**src/rtl/hdlverifier_trigger_sequencer.sv**
```systemverilog
// Multi-stage trigger sequencer feeding the capture core trigger input.
// Define SEQ_TIMEOUT_EN to build the per-stage timeout, seq_reset and stage_reset logic.
module hdlverifier_trigger_sequencer #(
  parameter int unsigned NUM_STAGES = 4,
  parameter int unsigned CNT_WIDTH  = 8,
  parameter int unsigned TO_WIDTH   = 16
) (
  input  logic                            clk,
  input  logic                            reset,
  input  logic                            clk_enable,
  input  logic                            start,
  input  logic                            ready_to_capture,
  input  logic [NUM_STAGES-1:0]           stage_match,
  input  logic [NUM_STAGES*CNT_WIDTH-1:0] stage_count,
  input  logic [3:0]                      last_stage,
  input  logic [TO_WIDTH-1:0]             timeout,
  output logic                            trigger,
  output logic [3:0]                      current_stage,
  output logic [3:0]                      stage_reset,
  output logic                            seq_reset,
  output logic                            armed
);

  typedef enum logic [1:0] {StIdle, StArmed, StRun, StDone} state_e;

  localparam logic [3:0] LastMax = 4'(NUM_STAGES - 1);

  state_e                          state_q, state_d;
  logic                            start_d1;
  logic [NUM_STAGES*CNT_WIDTH-1:0] cnt_sh_q, cnt_sh_d;
  logic [3:0]                      last_sh_q, last_sh_d;
  logic [CNT_WIDTH:0]              hit_q, hit_d, hit_inc, thr_sel;
  logic [3:0]                      cur_q, cur_d;
  logic                            trig_q, trig_d;
  logic                            armed_q, armed_d;
  logic                            match_sel, stage_done;

`ifdef SEQ_TIMEOUT_EN
  logic [TO_WIDTH-1:0] to_sh_q, to_sh_d, to_q, to_d, to_inc;
  logic [3:0]          srst_q, srst_d;
  logic                seqr_q, seqr_d;
`else
  logic unused_timeout;
  assign unused_timeout = ^timeout;
`endif

  // Select the comparator and threshold of the active stage; a threshold of 0 acts as 1.
  always_comb begin
    match_sel = 1'b0;
    thr_sel   = '0;
    for (int unsigned i = 0; i < NUM_STAGES; i++) begin
      if (cur_q == 4'(i)) begin
        match_sel = stage_match[i];
        thr_sel   = {1'b0, cnt_sh_q[i*CNT_WIDTH +: CNT_WIDTH]};
      end
    end
    if (thr_sel == '0) thr_sel = {{CNT_WIDTH{1'b0}}, 1'b1};
  end

  assign hit_inc    = hit_q + {{CNT_WIDTH{1'b0}}, 1'b1};
  assign stage_done = match_sel && (hit_inc >= thr_sel);

`ifdef SEQ_TIMEOUT_EN
  assign to_inc = (to_q == '1) ? to_q : to_q + 1'b1;
`endif

  always_comb begin
    state_d   = state_q;
    cnt_sh_d  = cnt_sh_q;
    last_sh_d = last_sh_q;
    hit_d     = hit_q;
    cur_d     = cur_q;
    trig_d    = 1'b0;
`ifdef SEQ_TIMEOUT_EN
    to_sh_d   = to_sh_q;
    to_d      = to_q;
    srst_d    = srst_q;
    seqr_d    = 1'b0;
`endif
    if (clk_enable) begin
      if (start && !start_d1) begin
        state_d   = StArmed;
        cnt_sh_d  = stage_count;
        last_sh_d = (last_stage > LastMax) ? LastMax : last_stage;
        hit_d     = '0;
        cur_d     = '0;
`ifdef SEQ_TIMEOUT_EN
        to_sh_d   = timeout;
        to_d      = '0;
        srst_d    = '0;
`endif
      end else if (!start) begin
        state_d = StIdle;
        hit_d   = '0;
        cur_d   = '0;
`ifdef SEQ_TIMEOUT_EN
        to_d    = '0;
        srst_d  = '0;
`endif
      end else begin
        unique case (state_q)
          StArmed: if (ready_to_capture) state_d = StRun;
          StRun: begin
            if (stage_done) begin
              hit_d = '0;
`ifdef SEQ_TIMEOUT_EN
              to_d  = '0;
`endif
              if (cur_q == last_sh_q) begin
                trig_d  = 1'b1;
                state_d = StDone;
              end else begin
                cur_d = cur_q + 4'd1;
              end
            end else begin
              hit_d = hit_q + {{CNT_WIDTH{1'b0}}, match_sel};
`ifdef SEQ_TIMEOUT_EN
              // Completion has priority, so a timeout is only considered here.
              if ((cur_q != 4'd0) && (to_sh_q != '0)) begin
                if (to_inc == to_sh_q) begin
                  seqr_d = 1'b1;
                  cur_d  = '0;
                  hit_d  = '0;
                  to_d   = '0;
                  if (srst_q != 4'hf) srst_d = srst_q + 4'd1;
                end else begin
                  to_d = to_inc;
                end
              end
`endif
            end
          end
          default: ;
        endcase
      end
    end
    armed_d = (state_d == StArmed) || (state_d == StRun);
  end

  always_ff @(posedge clk or posedge reset) begin
    if (reset) begin
      state_q   <= StIdle;
      start_d1  <= 1'b0;
      cnt_sh_q  <= '0;
      last_sh_q <= '0;
      hit_q     <= '0;
      cur_q     <= '0;
      trig_q    <= 1'b0;
      armed_q   <= 1'b0;
`ifdef SEQ_TIMEOUT_EN
      to_sh_q   <= '0;
      to_q      <= '0;
      srst_q    <= '0;
      seqr_q    <= 1'b0;
`endif
    end else begin
      state_q   <= state_d;
      if (clk_enable) start_d1 <= start;
      cnt_sh_q  <= cnt_sh_d;
      last_sh_q <= last_sh_d;
      hit_q     <= hit_d;
      cur_q     <= cur_d;
      trig_q    <= trig_d;
      armed_q   <= armed_d;
`ifdef SEQ_TIMEOUT_EN
      to_sh_q   <= to_sh_d;
      to_q      <= to_d;
      srst_q    <= srst_d;
      seqr_q    <= seqr_d;
`endif
    end
  end

  assign trigger       = trig_q;
  assign current_stage = cur_q;
  assign armed         = armed_q;
`ifdef SEQ_TIMEOUT_EN
  assign stage_reset   = srst_q;
  assign seq_reset     = seqr_q;
`else
  assign stage_reset   = 4'd0;
  assign seq_reset     = 1'b0;
`endif

endmodule

```
**config.mk**
```make
export PLATFORM = sky130hd
export DESIGN_NAME = hdlverifier_trigger_sequencer
export DESIGN_NICKNAME = d
export VERILOG_FILES = /design/src/rtl/hdlverifier_trigger_sequencer.sv
export SDC_FILE = /design/constraint.sdc
export NUM_CORES = 1
export LEC_CHECK = 0
export ABC_AREA = 1
export CELL_PAD_IN_SITES_DETAIL_PLACEMENT = 0
export CELL_PAD_IN_SITES_GLOBAL_PLACEMENT = 1
export CORE_MARGIN = 10
export CORE_UTILIZATION = 38
export CTS_BUF_LIST = sky130_fd_sc_hd__clkbuf_8
export CTS_CLUSTER_DIAMETER = 200
export CTS_CLUSTER_SIZE = 16
export DETAILED_ROUTE_END_ITERATION = 10
export PLACE_DENSITY_LB_ADDON = 0.1
export SKIP_CTS_REPAIR_TIMING = 1
export SLEW_MARGIN = 20
export SYNTH_ARGS = -nofsm -noshare
export SYNTH_HDL_FRONTEND = slang
export SYNTH_SLANG_ARGS = --single-unit
export TNS_END_PERCENT = 20
```
**constraint.sdc**
```tcl
create_clock -name clk -period 3.3 [get_ports clk]
set_input_delay 0.33 -clock clk [delete_from_list [all_inputs] [get_ports clk]]
set_output_delay 0.33 -clock clk [all_outputs]
set_load 0.05 [all_outputs]
```
==> reports/results.ini <==
[outcome]
status = completed

[clock_network]
root_buffer = clkbuf_8
path_clk_slew_ns = 0.10
clockBufferDepth = 2
clock_latency_ns = 0.31
cts.sinks = 54
cts_buffers = 5
cts_tree = done
cts_max_level = 2

[layout]
syn_to_final_growth_pct = 27.4
multi_input_area_mm2 = 0.00164
ff_latch_area_mm2 = 0.00135
instances_no_fill = 556
nets = 531
drive_gt1_frac = 0.137
fillerInstances = 792
diodes = 0

[critical_path]
start_kind = flip-flop
path_common_cell = nand2_1
crit_family = simple AND/OR/NAND/NOR gates
criticalPathCategory = flip-flop to flip-flop
required_ns = 3.55
arrival_ns = 3.24
crit_buf_inv = 2
end_kind = flip-flop
path_max_fanout = 15
crit_chain = inv_4 -> ha_2 -> nand2_4 -> buf_4 -> a311oi_1 -> a21oi_1 -> nand3_1 -> o21ai_1 -> ha_1 -> nand2_1 -> nor2_1 -> nand3_1 -> o21bai_1 -> nor2_1 -> nand2_2 -> nand3_1 -> nand2_1 -> nand2_1 -> nand2_1 -> nand2_1 -> nand2_1 -> nand2_1 -> nand2_1
crit_slowest_cell = dfrtp_2
slowest_delay_ns = 0.48

[synthesis]
yosys_register_bits = 54
synth_warnings = 0
synthFlopType = dfrtp_1
synth_edf_count = 0
synth.cell_area_mm2 = 0.00308
synth.area.top_cells = dfrtp_1, nand2_1, ha_1
synth_area_per_cell_um2 = 7.84
synth_top_area_frac = 0.438
yosysSeqAreaShare = 0.438
synth_top_area_cell = dfrtp_1
synthCells = 393
async_flop_share = 1.00
yosysMostFrequentCell = nand2_1
synth.top_cells.by_count = nand2_1, dfrtp_1, inv_1, nand3_1, nor2_1
yosysUniqueCellTypes = 34

[pwr]
p_leak_nw = 1.97
ir_drop_uv = 176
p_seq_frac = 0.433
clkPwrFrac = 0.210
p_int_mw = 1.20
p_per_area_mw_per_mm2 = 480
p_switching_mw = 0.684
comb_power_share = 0.357
switching_share = 0.363

[grt]
grt_pass1_vias = 2641
grtUsageTotal = 0.127
grt_max_degree = 43
grt_pass1_wl_um = 12400
overflow = 0
antenna_found_initial = 0

[timing]
worstMarginPinSlew_ns = 0.897
holdWs_ns = 0.482
hold_viol = 0
period_needed_ns = 2.98
rsz0062_at_grt = no
setup-violations-final = 0
finalMaxSlewViolations = 0
slew_headroom = 0.401
period_share = 0.904
fin_skew_ns = 0.00947
setup_tns_ns = 0
max_freq_mhz = 335

[detailed_routing]
drtIter0Drc = 65
drt-pass1-iter-count = 4
vias = 2552
ant_nets = 0
via_per_inst = 4.59
routedWlPerCell_um = 13.6
drc = 0
routed_wl_um = 7570

[die]
die_x_um = 110
row_count = 32
pin_count = 72
coreArea_mm2 = 0.00781
start_util = 0.395
die_h_um = 110
die-area_mm2 = 0.0121

[place]
globalplace.congestion = 0.872
dpl.cell_count = 539
port-buffer-count = 50
hpwl_um = 5750

[job]
maxCapViolations = 0

[worst_hold_path]
worst_hold_path_type = flip-flop to flip-flop

==> final timing paths <==
path                                              start                       end  slack, ns  depth (start not counted)
max in group asynchronous                         reset         trigger$_DFF_PP0_       2.11                          3
min                            cnt_sh_q[12]$_DFFE_PP0P_  cnt_sh_q[12]$_DFFE_PP0P_       0.48                          2
max reg2reg                current_stage[0]$_DFFE_PP0P_           armed$_DFF_PP0_       0.32                         23
max                        current_stage[0]$_DFFE_PP0P_           armed$_DFF_PP0_       0.32                         23
min in group asynchronous                         reset  last_sh_q[0]$_DFFE_PP0P_       0.53                          2
min reg2reg                    cnt_sh_q[12]$_DFFE_PP0P_  cnt_sh_q[12]$_DFFE_PP0P_       0.48                          2
==> kinds of logic after synthesis <==
family / share of synthesized area
AOI/OAI and AO/OA: 0.0686
xor gates and xnor gates: 0.0426
adders and majority gates: 0.0690
buffers and inverters: 0.0649
DFF: 0.438
muxes: 0.00325
other: 0.00122
and+or+nand+nor: 0.312
==> layer usage <==
layer / vias up / track usage / wire length (um) / share of wire
met5: - / 0 / 0 / 0
met4: 0 / 0.0251 / 47 / 0.0062
met3: 5 / 0.0221 / 252 / 0.033
met2: 38 / 0.212 / 3590 / 0.47
met1: 1153 / 0.170 / 3680 / 0.49
li1: 1356 / - / - / -
==> cell type report <==
| class | count | share of cell area |
|---|---|---|
| inverters | 34 | 0.0351 |
| repair buffers | 60 | 0.147 |
| clock buffers | 6 | 0.0210 |
| well taps | 102 | 0.0325 |
| flip-flops and latches | 54 | 0.345 |
| clock inverters | 2 | 0.00319 |
| multi-input cells | 298 | 0.417 |
==> sequential cells by signal, summed over array words and instances, names as in the netlist <==
signal / flops
armed: 1
trigger: 1
cnt_sh_q: 32
start_d1: 1
state_q: 2
last_sh_q: 4
hit_q: 9
current_stage: 4
==> stage by stage <==
| stage | util | setup WS [ns] | cell area, um2 | power [mW] |
|---|---|---|---|---|
| 2_1_floorplan | - | 0.269 | 3100 | 1.25 |
| 6_report | 0.503 | 0.315 | 3930 | 1.89 |
| 3_5_place_dp | 0.471 | 0.153 | 3680 | 1.45 |
| 5_1_grt | 0.503 | 0.00243 | 3930 | 2.03 |
| 3_3_place_gp | 0.471 | 0.191 | 3680 | 1.44 |
| 4_1_cts | 0.483 | 0.122 | 3770 | 1.85 |
==> power groups by stage <==
stage / Clock (mW) / Combinational (mW) / Sequential (mW)
2_1_floorplan: 0 / 0.414 / 0.840
5_1_grt: 0.431 / 0.766 / 0.831
6_report: 0.395 / 0.673 / 0.817
4_1_cts: 0.412 / 0.626 / 0.813
3_3_place_gp: 0 / 0.611 / 0.825
3_5_place_dp: 0 / 0.623 / 0.826
==> worst reg2reg max path: stages, from the launching register on <==
cell and delay [ns]:
dfrtp_2 0.48, inv_4 0.10, ha_2 0.19, nand2_4 0.12, buf_4 0.17, a311oi_1 0.27
a21oi_1 0.11, nand3_1 0.10, o21ai_1 0.08, ha_1 0.29, nand2_1 0.05, nor2_1 0.08
nand3_1 0.07, o21bai_1 0.14, nor2_1 0.06, nand2_2 0.07, nand3_1 0.09, nand2_1 0.10
nand2_1 0.05, nand2_1 0.06, nand2_1 0.07, nand2_1 0.08, nand2_1 0.05, nand2_1 0.06
==> cells in the final DEF, fill, tap and decap left out, drive strengths merged <==
cell	n
clkdlybuf4s50	50
xnor2	3
a21oi	16
ha	17
or2	1
o21ai	13
a211oi	1
o21bai	1
a311oi	2
dfrtp	54
nor4	2
clkbuf	6
nor3	5
conb	5
buf	10
inv	36
nand2	154
o31ai	1
mux2i	1
nand3	27
nor2	34
xor2	12
a31o	1
nand4	1
a31oi	1
Note: power is estimated with default switching activity, not from simulation.
